**src/rtl/hazard_pkg.sv**
```systemverilog
// Shared types and constants for the pipeline hazard controller.
// Holds the RUN/HALT state encoding, the forwarding-select codes and the
// priority pick used by both the ID-stage and EX-stage forwarding muxes.
package hazard_pkg;

  typedef logic [0:0] state_t;
  localparam state_t RUN  = 1'b0;
  localparam state_t HALT = 1'b1;

  typedef logic [1:0] fwd_sel_t;
  localparam fwd_sel_t FWD_RF    = 2'b00;
  localparam fwd_sel_t FWD_EXMEM = 2'b01;
  localparam fwd_sel_t FWD_MEMWB = 2'b10;

  // The EX-stage producer is younger than the MEM-stage one, so it wins.
  function automatic fwd_sel_t fwd_pick(input logic i_ex_hit, input logic i_mem_hit);
    if (i_ex_hit) return FWD_EXMEM;
    if (i_mem_hit) return FWD_MEMWB;
    return FWD_RF;
  endfunction

endpackage

```
**src/rtl/sat_counter.sv**
```systemverilog
// Parameterised saturating up-counter with increment enable.
// Sticks at all-ones instead of wrapping.
module sat_counter #(
  parameter int W = 32
) (
  input  logic         clk,
  input  logic         rst_n,
  input  logic         i_inc,
  output logic [W-1:0] o_cnt
);

  logic [W-1:0] r_cnt;

  // Count up on each enabled edge until all ones.
  // NOTE: state registers use non-blocking assignment so every flop samples pre-edge values.
  always_ff @(posedge clk or negedge rst_n) begin
    if (!rst_n) begin
      r_cnt <= '0;
    end else if (i_inc && (r_cnt != '1)) begin
      r_cnt <= r_cnt + {{(W-1){1'b0}}, 1'b1};
    end
  end

  assign o_cnt = r_cnt;

endmodule

```
**src/rtl/pipeline_hazard_ctrl.sv**
```systemverilog
// Pipeline hazard controller for the five-stage MIPS redirect pipeline.
// Turns stall/redirect/match flags into PC and IF/ID enables, bubble and
// flush pulses, ID and EX forwarding selects, a stage valid chain and a
// RUN/HALT state. Performance counters exist only when HAZARD_PERF_CNT_EN
// is defined; otherwise they read as zero.
module pipeline_hazard_ctrl
  import hazard_pkg::*;
#(
  parameter int CNT_W = 32
) (
  input  logic             clk,
  input  logic             rst_n,
  input  logic             stall,
  input  logic             ALUaeq,
  input  logic             ALUbeq,
  input  logic             MEMaeq,
  input  logic             MEMbeq,
  input  logic             src1ex,
  input  logic             src1mem,
  input  logic             rfd2alueq,
  input  logic             rfd2dmeq,
  input  logic             redirect,
  input  logic             wb_halt,
  output logic             pc_en,
  output logic             ifid_en,
  output logic             ifid_flush,
  output logic             idex_flush,
  output logic [1:0]       fwd_a_sel,
  output logic [1:0]       fwd_b_sel,
  output logic [1:0]       fwd_id1_sel,
  output logic [1:0]       fwd_id2_sel,
  output logic             ex_valid,
  output logic             mem_valid,
  output logic             wb_valid,
  output logic             halted,
  output logic [CNT_W-1:0] stall_cnt,
  output logic [CNT_W-1:0] flush_cnt,
  output logic [CNT_W-1:0] fwd_cnt
);

  state_t   r_state;
  fwd_sel_t r_fwd_a;
  fwd_sel_t r_fwd_b;
  logic     r_ex_valid;
  logic     r_mem_valid;
  logic     r_wb_valid;

  logic     w_in_run;
  logic     w_run;
  logic     w_redirect;
  logic     w_bubble;
  fwd_sel_t w_fwd_a_nxt;
  fwd_sel_t w_fwd_b_nxt;

  // NOTE: the enables are gated with rst_n so they read as zero during reset,
  // not only after the first edge; the registers alone cannot provide that.
  assign w_in_run   = (r_state == RUN);
  assign w_run      = rst_n && w_in_run;
  assign w_redirect = w_run && redirect;
  assign w_bubble   = w_run && stall && !redirect;

  assign pc_en      = w_run && !w_bubble;
  assign ifid_en    = w_run && !w_bubble;
  assign ifid_flush = w_redirect;
  assign idex_flush = w_bubble;

  assign fwd_id1_sel = fwd_pick(src1ex, src1mem);
  assign fwd_id2_sel = fwd_pick(rfd2alueq, rfd2dmeq);

  // A bubble entering EX must not forward anything.
  assign w_fwd_a_nxt = w_bubble ? FWD_RF : fwd_pick(ALUaeq, MEMaeq);
  assign w_fwd_b_nxt = w_bubble ? FWD_RF : fwd_pick(ALUbeq, MEMbeq);

  // RUN/HALT state: a halt instruction retiring in WB freezes the pipe until reset.
  always_ff @(posedge clk or negedge rst_n) begin
    if (!rst_n) begin
      r_state <= RUN;
    end else if (w_in_run && wb_halt && r_wb_valid) begin
      r_state <= HALT;
    end
  end

  // EX selects and valid chain advance only in RUN; in HALT they hold.
  always_ff @(posedge clk or negedge rst_n) begin
    if (!rst_n) begin
      r_fwd_a     <= FWD_RF;
      r_fwd_b     <= FWD_RF;
      r_ex_valid  <= 1'b0;
      r_mem_valid <= 1'b0;
      r_wb_valid  <= 1'b0;
    end else if (w_in_run) begin
      r_fwd_a     <= w_fwd_a_nxt;
      r_fwd_b     <= w_fwd_b_nxt;
      r_ex_valid  <= !w_bubble;
      r_mem_valid <= r_ex_valid;
      r_wb_valid  <= r_mem_valid;
    end
  end

  assign fwd_a_sel = r_fwd_a;
  assign fwd_b_sel = r_fwd_b;
  assign ex_valid  = r_ex_valid;
  assign mem_valid = r_mem_valid;
  assign wb_valid  = r_wb_valid;
  assign halted    = (r_state == HALT);

`ifdef HAZARD_PERF_CNT_EN
  logic w_fwd_inc;

  // One count per loading edge, even when both operands forward.
  assign w_fwd_inc = w_run && ((w_fwd_a_nxt != FWD_RF) || (w_fwd_b_nxt != FWD_RF));

  sat_counter #(.W(CNT_W)) u_stall_cnt (
    .clk   (clk),
    .rst_n (rst_n),
    .i_inc (w_bubble),
    .o_cnt (stall_cnt)
  );

  sat_counter #(.W(CNT_W)) u_flush_cnt (
    .clk   (clk),
    .rst_n (rst_n),
    .i_inc (w_redirect),
    .o_cnt (flush_cnt)
  );

  sat_counter #(.W(CNT_W)) u_fwd_cnt (
    .clk   (clk),
    .rst_n (rst_n),
    .i_inc (w_fwd_inc),
    .o_cnt (fwd_cnt)
  );
`else
  assign stall_cnt = '0;
  assign flush_cnt = '0;
  assign fwd_cnt   = '0;
`endif

endmodule

```
**config.mk**
```make
export PLATFORM = sky130hd
export DESIGN_NAME = pipeline_hazard_ctrl
export DESIGN_NICKNAME = d
export VERILOG_FILES = /design/src/rtl/hazard_pkg.sv /design/src/rtl/sat_counter.sv /design/src/rtl/pipeline_hazard_ctrl.sv
export SDC_FILE = /design/constraint.sdc
export NUM_CORES = 1
export LEC_CHECK = 0
export BUFFER_PORTS_ARGS = -buffer_cell sky130_fd_sc_hd__buf_2
export CAP_MARGIN = 30
export CORE_MARGIN = 3
export CORE_UTILIZATION = 37
export DETAILED_ROUTE_END_ITERATION = 7
export PLACE_DENSITY = 0.95
export SLEW_MARGIN = 5
export SYNTH_ARGS = -nofsm -noshare
export SYNTH_HDL_FRONTEND = slang
export SYNTH_SLANG_ARGS = --single-unit
```
**constraint.sdc**
```tcl
create_clock -name clk -period 2.79 [get_ports clk]
set_input_delay 0.1395 -clock clk [delete_from_list [all_inputs] [get_ports clk]]
set_output_delay 0.1395 -clock clk [all_outputs]
set_load 0.05 [all_outputs]
```
==> impl_metrics.tcl, run 1 <==
set metrics [dict create \
    drive_gt1_share_pct 20.63 \
    wl_per_cell_um 8.141 \
    maxCapViolCount 0 \
    holdPathStages 2 \
    antenna_found_initial 0 \
    syn2layout_area_growth_pct -16.35 \
    layout_min_cycle_time_ps 1719 \
    first_iter_violations 6 \
    drt-total-wl_um 1555 \
    yosysUniqueCellTypes 16 \
    pwr_density_cell_nw_per_um2 712.1 \
    grt_pass1_vias 397 \
    hold_violations 0 \
    die_y_um 60.58 \
    holdCritPathClass "input port to register" \
    post-cts-setup-buffers 0 \
    dp_hpwl_um 1433 \
    clock_sinks 8 \
    path_clk_slew_ps 50 \
    finalMaxSlewViolations 0 \
    rsz0062_at_grt "false" \
    setup_viol 0 \
    diodes 0 \
    fin_util_pct 32.87 \
    ys_warn_count 0 \
    layout.nets 175 \
    grt_max_degree 18 \
    die-width_um 60.58 \
    required_ps 2650 \
    ys_top_cells_by_area "buf_4 67%, dfrtp_1 18%, nand2_1 1.7%, nor2b_1 1.7%, o41ai_1 1.6%" \
    clk_path_buf_depth 2 \
    synth-seq-cells 8 \
    synth_seq_area_share_pct 18.16 \
    drc 0 \
    die_area_um2 3670 \
    syn_area_per_cell_um2 8.288 \
    status "finished clean" \
    fin_setup_tns_ps 0 \
    synth_top_area_share_pct 67.42 \
    fin_ws_ps 1071 \
    grt_pass1_wl_um 1897 \
    fin_crit_sh_pct 61.60 \
    cts_tree "built" \
    rows 19 \
    crit_type "input port to output pin" \
    clock-skew-final_ps 0.1419 \
    crit_fanout 11 \
    place_ws_ps 1395 \
    ant_nets 0 \
    r2r_cells 2 \
    track_usage_pct 7.118 \
    htree_levels 1 \
    synthCells 133 \
    via_per_inst 3.188 \
    cp.arrival_ps 1580 \
    p_leak_nw 0.6097 \
    ir_drop_mv 0.2416 \
    endpoint_kind "output pin" \
    cts_made_buffers 3 \
    synth_area_um2 1102 \
    num_io_pins 125 \
    num_vias 609 \
    regArea_um2 200.2 \
    clk_latency_ps 240 \
    drt-pass1-iter-count 4 \
    start_util_pct 39.30 \
    ctsResizeCount 0 \
    holdWs_ps 91.12 \
    yosys.area.top_type "buf_4" \
    gp_congestion 0.6066 \
    core_um2 2805 \
    cts_hold_buf 1 \
    multi_input_area_um2 499.2 \
    port_buffers 28 \
    root_buffer "clkbuf_4" \
    n_fill_cell 305 \
    grt-ovfl-total 0 \
    max_freq_ghz 0.5819 \
    critPathLaunchType "input port" \
]
==> state kept, by name (all words and copies together) (netlist names) <==
register,cells
ex_valid,1
fwd_a_sel,2
fwd_b_sel,2
halted,1
mem_valid,1
wb_valid,1
==> power breakdown <==
group	leakage [nW]	switching [mW]	internal, mW
clock network	0.0138	0.0351	0.0489
registers	0.0909	0.0103	0.136
logic	0.505	0.392	0.0344
total	0.610	0.437	0.220
==> synthesized netlist by cell type <==
| cell type | instances |
|---|---|
| a21o_1 | 1 |
| a21oi_1 | 1 |
| nor2b_1 | 3 |
| buf_2 | 1 |
| buf_4 | 99 |
| nand2b_1 | 2 |
| o41ai_1 | 2 |
| and4bb_4 | 1 |
| dfrtp_1 | 8 |
| mux2_2 | 1 |
| nand2_1 | 5 |
| and3b_1 | 1 |
| nor3b_1 | 1 |
| inv_1 | 3 |
| conb_1 | 1 |
| o21ai_0 | 3 |
==> through the flow <==
step | instances | power [mW] | instance area, um2
final | 191 | 0.6567 | 922.1
after global routing | 191 | 0.6944 | 922.1
after floorplan | 228 | 0.6377 | 1459
after detailed placement | 187 | 0.5722 | 889.6
after global placement | 187 | 0.5712 | 889.6
after CTS | 191 | 0.6608 | 922.1
==> layout make-up <==
cell class	instances	share of cell area (%)
Multi-Input combinational cell	117	54.14
Sequential cell	8	21.71
Timing Repair Buffer	29	16.28
Tap cell	31	4.206
Clock buffer	3	2.442
Inverter	3	1.221
==> cell families (layout without fill, tap and decap cells) <==
kind of cell	count (synthesis)	after routing	synth area share, %
AO/OA/AOI/OAI	7	7	4.086
buffers and inverters	103	35	68.90
flip-flops	8	8	18.16
multiplexers	1	1	1.021
other	1	96	0.3402
AND/OR/NAND/NOR	13	13	7.492
==> worst max-delay path: stages <==
cell	delay, ps
dlygate4sd3_1	520
buf_2	230
nor3b_1	350
buf_2	330
==> layout by cell type, fill, tap and decap left out, types with 2 or more instances in the layout <==
master    Yosys  routed
conb_1        1      96
buf_2         1      28
dfrtp_1       8       8
nand2_1       5       5
nor2b_1       3       3
inv_1         3       3
o21ai_0       3       3
clkbuf_4      0       3
o41ai_1       2       2
nand2b_1      2       2
==> worst paths after layout <==
kind                               from  slack [ps]      endpoint
min                              ALUaeq          90  fwd_a_sel[1]
max reg2reg                      halted        1530  fwd_b_sel[1]
min in group asynchronous         rst_n         280  fwd_b_sel[1]
max                               rst_n        1070       ifid_en
min reg2reg                fwd_a_sel[0]         480  fwd_a_sel[0]
max in group asynchronous         rst_n        2330  fwd_a_sel[1]
==> routing by layer <==
layer / vias up / wire, um / track usage [%]
met2: 73 / 769 / 12.52
met4: 0 / 6 / 3.715
met5: - / 0 / 0
met3: 2 / 314 / 1.702
li1: 272 / - / -
met1: 262 / 464 / 7.902
(Power assumes the default switching activity.)
==> run 2, diff against run 1 <==
--- a/config.mk
+++ b/config.mk
@@ -5,12 +5,13 @@
 export SDC_FILE = /design/constraint.sdc
 export NUM_CORES = 1
 export LEC_CHECK = 0
+export ABC_AREA = 1
 export BUFFER_PORTS_ARGS = -buffer_cell sky130_fd_sc_hd__buf_2
 export CAP_MARGIN = 30
 export CORE_MARGIN = 3
-export CORE_UTILIZATION = 37
+export CORE_UTILIZATION = 35
 export DETAILED_ROUTE_END_ITERATION = 7
-export PLACE_DENSITY = 0.95
+export PLACE_DENSITY = 0.93
 export SLEW_MARGIN = 5
 export SYNTH_ARGS = -nofsm -noshare
 export SYNTH_HDL_FRONTEND = slang
==> constraint.sdc (replaced) <==
create_clock -name clk -period 1.65 [get_ports clk]
set_input_delay 0.0825 -clock clk [delete_from_list [all_inputs] [get_ports clk]]
set_output_delay 0.0825 -clock clk [all_outputs]
set_load 0.05 [all_outputs]
==> run 2 against run 1 <==
Non-clock buffer count unchanged; design area increased by 5.2%; synthesized cell count is 13% higher; worst setup slack worse by 920 ps; sequential power is 35% higher; global-route usage is 0.31 points lower; die area rose by 7.5%; via count increased by 8.0%; clock skew increased by 5.0 ps; worst hold slack worse by 51 ps; largest power group unchanged.
==> impl_metrics.tcl, run 2 <==
set metrics [dict create \
    finalMaxSlewViolations 0 \
    synth_area_um2 1130 \
    path_clk_slew_ps 60 \
    cp_slowest_cell "dlygate4sd3_1" \
    die_y_um 62.82 \
    die_area_um2 3946 \
    layout_commonest_cell "conb_1" \
    gp_congestion 0.7020 \
    netlist_top_cells_count "99 x buf_4, 16 x nand2_1, 9 x nor2_1" \
    ant_nets 0 \
    fin_setup_tns_ps 0 \
    grt_pass1_wl_um 2070 \
    p_clk_share_pct 16.6 \
    syn2layout_area_growth_pct -14.18 \
    required_ps 1570 \
    rsz0062_at_grt "false" \
    wl_per_cell_um 7.845 \
    grt_pass1_vias 437 \
    via_per_inst 3.005 \
    power.switching_uw 582.6 \
    crit_type "input port to output pin" \
    crit_fanout 10 \
    grt_max_degree 11 \
    syn_area_per_cell_um2 7.532 \
    cts_made_buffers 3 \
    drt-total-wl_um 1718 \
    fin_util_pct 33.16 \
    drive_gt1_share_pct 21.47 \
    post-cts-setup-buffers 0 \
    setup_viol 0 \
    antenna_found_initial 0 \
    rows 19 \
    status "finished clean" \
    crit_chain "dlygate4sd3_1 > clkbuf_4 > inv_1 > nor2_4 > nand2_2 > inv_2 > buf_2" \
    layout_min_cycle_time_ps 1501 \
    drt-pass1-iter-count 2 \
    synthFlopType "dfrtp_1" \
    root_buffer "clkbuf_4" \
    track_usage_pct 6.805 \
    synth_top_area_share_pct 65.78 \
    dp_hpwl_um 1542 \
    clock_sinks 8 \
    htree_levels 1 \
    yosys.area.top_type "buf_4" \
    worst_path_largest_cell_delay_ps 530 \
    die-width_um 62.82 \
    clk_latency_ps 250 \
    core_um2 2924 \
    hold_violations 0 \
    yosysMostFrequentCell "buf_4" \
    layout.nets 192 \
    drc 0 \
    n_fill_cell 318 \
    ys_top_cells_by_area "buf_4 66%, dfrtp_1 18%, nand2_1 5.3%, nor2_1 3.0%, inv_1 2.3%" \
    ys_warn_count 0 \
    synth-edff-count 0 \
    cts_tree "built" \
    holdCritPathClass "input port to register" \
    start_util_pct 38.64 \
    endpoint_kind "output pin" \
    synthCells 150 \
    power_frac_seq_pct 22.4 \
    pwr_density_cell_nw_per_um2 909.9 \
    critPathLaunchType "input port" \
    synth_seq_area_share_pct 17.72 \
    maxCapViolCount 0 \
    synth-async-reset-ratio_pct 100.0 \
    ir_drop_mv 0.2610 \
    clk_path_buf_depth 2 \
    num_io_pins 125 \
    mostFrequentLayoutCells "96 x conb_1, 27 x buf_2, 16 x nand2_1" \
    num_vias 658 \
    p_comb_share_pct 60.9 \
    yosysUniqueCellTypes 11 \
    fin_crit_sh_pct 90.98 \
    diodes 0 \
    max_freq_ghz 0.6662 \
    synth-seq-cells 8 \
    regArea_um2 200.2 \
    grt-ovfl-total 0 \
    multi_input_area_um2 508.0 \
    clock-skew-final_ps 5.166 \
    internal_power_uw 299.8 \
    cp.arrival_ps 1420 \
    first_iter_violations 8 \
    p_leak_nw 0.6470 \
    swShare_pct 66.03 \
    port_buffers 28 \
]
[run 2: power groups by stage]
| stage | Clock [mW] | Combinational (mW) | Sequential [mW] |
|---|---|---|---|
| 4_1_cts | 0.156 | 0.530 | 0.198 |
| 2_1_floorplan | 0 | 0.682 | 0.205 |
| 3_5_place_dp | 0 | 0.528 | 0.201 |
| 5_1_grt | 0.160 | 0.553 | 0.198 |
| 6_report | 0.147 | 0.537 | 0.198 |
| 3_3_place_gp | 0 | 0.528 | 0.201 |
[run 2: layer usage]
layer	vias up	track usage, %	wire length (um)
met3	4	2.338	326
met2	73	11.45	861
li1	306	-	-
met5	-	0	0
met1	275	6.645	489
met4	0	5.785	40
[run 2: worst paths after layout]
path                           endpoint  cells after the start  slack (ps)          from
min in group asynchronous      wb_valid                      2         220         rst_n
min reg2reg                fwd_a_sel[0]                      2         480  fwd_a_sel[0]
max                          idex_flush                      7         150         rst_n
max reg2reg                fwd_b_sel[1]                      4         660        halted
max in group asynchronous  fwd_b_sel[0]                      2        1280         rst_n
min                              halted                      3          40       wb_halt
[run 2: cells by family (layout without fill, tap and decap cells)]
group | count (synthesis) | after routing | synth area share, %
buffers and inverters | 109 | 41 | 69.77
AND/OR/NAND/NOR | 32 | 32 | 12.18
flip-flops | 8 | 8 | 17.72
other | 1 | 96 | 0.3319
[run 2: timing repair]
item,in CTS,in global routing
endpoints found under the hold margin,8,0
resized for setup,0,1
hold buffers,1,0
endpoints found under the setup margin,0,1
[run 2: layout make-up]
class	instances	share of cell area (%)
multi-input cells	128	52.39
flip-flops and latches	8	20.65
repair buffers	29	15.74
well taps	42	5.419
inverters	9	3.484
clock buffers	3	2.323
[run 2: through the flow]
stage          std cells  total power, mW  hold WS [ps]  setup WS (ps)  cell area, um2
4_1_cts              219           0.8841         33.59          79.43           967.2
6_report             219           0.8823         40.26          148.9           969.7
3_5_place_dp         215           0.7299        -50.38          437.9           934.6
2_1_floorplan        245           0.8869        -213.1          31.21            1496
5_1_grt              219           0.9113         55.00          57.01           969.7
3_3_place_gp         215           0.7290        -58.58          477.8           934.6
[run 2: worst max-delay path, delay by kind of cell]
kind | cells | cell delay (ps)
buf+inv | 5 | 1170
simple gates | 2 | 170
==> run 3, diff against run 2 <==
--- a/config.mk
+++ b/config.mk
@@ -8,6 +8,7 @@
 export ABC_AREA = 1
 export BUFFER_PORTS_ARGS = -buffer_cell sky130_fd_sc_hd__buf_2
 export CAP_MARGIN = 30
+export CORE_ASPECT_RATIO = 1.4
 export CORE_MARGIN = 3
 export CORE_UTILIZATION = 35
 export DETAILED_ROUTE_END_ITERATION = 7
==> run 3 against run 2 <==
Clock skew about the same; fmax down 3.4%; design area increased by 1.0%; critical path depth unchanged; critical path type unchanged; critical endpoint unchanged; largest cell class unchanged; highest routed layer unchanged.
==> impl_metrics.tcl, run 3 (synthesis gave the netlist of run 2 again) <==
set metrics [dict create \
    fin_ws_ps 96.76 \
    rr_startpoint "halted" \
    maxCapViolCount 0 \
    crit_type "input port to output pin" \
    path_common_cell "buf_2" \
    ir_drop_mv 0.3353 \
    placed_area_um2 928.4 \
    max_freq_ghz 0.6438 \
    cp_top_family "buffers and inverters" \
    gp_congestion 0.7221 \
    rsz0062_at_grt "false" \
    die_y_um 73.23 \
    path_clk_slew_ps 40 \
    cts_tree "built" \
    holdWs_ps 78.66 \
    grt_pass1_wl_um 2070 \
    cts_hold_buf 1 \
    start_util_pct 38.12 \
    cp_slowest_cell "dlygate4sd3_1" \
    root_buffer "clkbuf_8" \
    multi_input_area_um2 508.0 \
    cp.arrival_ps 1470 \
    stdcell_area_um2 979.7 \
    post-cts-setup-buffers 0 \
    crit_fanout 10 \
    setup_viol 0 \
    grt_max_degree 11 \
    die_area_um2 3956 \
    htree_levels 1 \
    place_ws_ps 431.1 \
    crit_buf_inv 5 \
    fin_util_pct 33.05 \
    final_cells 214 \
    drc 0 \
    regArea_um2 200.2 \
    num_io_pins 125 \
    grt-ovfl-total 0 \
    cts_made_buffers 3 \
    port_buffers 28 \
    holdPathStages 3 \
    r2r_slack_ps 670 \
    num_vias 676 \
    track_usage_pct 7.811 \
    diodes 0 \
    crit_path_end "idex_flush" \
    dp_hpwl_um 1590 \
    power_uw 972.1 \
    pwr_density_cell_nw_per_um2 992.3 \
    n_fill_cell 324 \
    drt-total-wl_um 1769 \
    antenna_found_initial 0 \
    rows 23 \
    cp.depth 7 \
    clk_latency_ps 230 \
    fin_setup_tns_ps 0 \
    clock_sinks 8 \
    crit_chain "dlygate4sd3_1 > buf_2 > inv_1 > nor2_4 > nand2_2 > inv_2 > buf_2" \
    clk_path_buf_depth 2 \
    critPathLaunchType "input port" \
    holdCritPathClass "input port to register" \
    status "finished clean" \
    wl_per_cell_um 8.266 \
    ctsResizeCount 0 \
    grt_pass1_vias 472 \
    endpoint_kind "output pin" \
    ant_nets 0 \
    layout.nets 192 \
    mostFrequentLayoutCells "96 x conb_1, 28 x buf_2, 16 x nand2_1" \
    drt-pass1-iter-count 3 \
    core_um2 2964 \
    hold_violations 0 \
    reg2reg_to "fwd_b_sel[1]" \
    via_per_inst 3.159 \
    fin_crit_sh_pct 94.14 \
    drive_gt1_share_pct 21.47 \
    dp.cells 210 \
    first_iter_violations 2 \
    syn2layout_area_growth_pct -13.29 \
    critPathLaunch "rst_n" \
    finalMaxSlewViolations 0 \
    layout_commonest_cell "conb_1" \
    die-width_um 54.02 \
    p_leak_nw 0.6541 \
    required_ps 1570 \
    layout_min_cycle_time_ps 1553 \
    r2r_cells 4 \
    clock-skew-final_ps 4.990 \
    worst_path_largest_cell_delay_ps 530 \
]
-- run 3: report_power, final --
group	total, mW	leakage [nW]	internal [mW]	switching, mW
clock network	0.237	0.0216	0.158	0.0788
registers	0.199	0.0812	0.198	0.000714
logic	0.536	0.551	0.0188	0.518
-- run 3: area by class of cell --
| cell class | count | share of cell area [%] |
|---|---|---|
| multi-input combinational | 128 | 51.85 |
| clock buffer | 3 | 4.215 |
| sequential | 8 | 20.43 |
| timing repair buffer | 29 | 15.33 |
| inverter | 9 | 3.448 |
| tap | 37 | 4.725 |
-- run 3: how the worst min path moves through the flow --
stage | from | to | slack, ps
after global routing | wb_halt | halted | 100
after floorplan | rst_n | ex_valid | -210
after global placement | rst_n | mem_valid | -60
after detailed placement | rst_n | wb_valid | -50
after CTS | wb_halt | halted | 80
final | wb_halt | halted | 80
-- run 3: routing by layer --
layer	vias to the layer above	GRT usage, %	routed length (um)
met3	4	6.339	511
met2	86	12.80	815
met4	0	6.648	38
met5	-	0	0
li1	304	-	-
met1	282	5.250	404
-- run 3: worst min-delay path, delay by kind of cell --
kind	cells	cell delay, ps
buffers and inverters	1	80
AND/OR/NAND/NOR	2	110
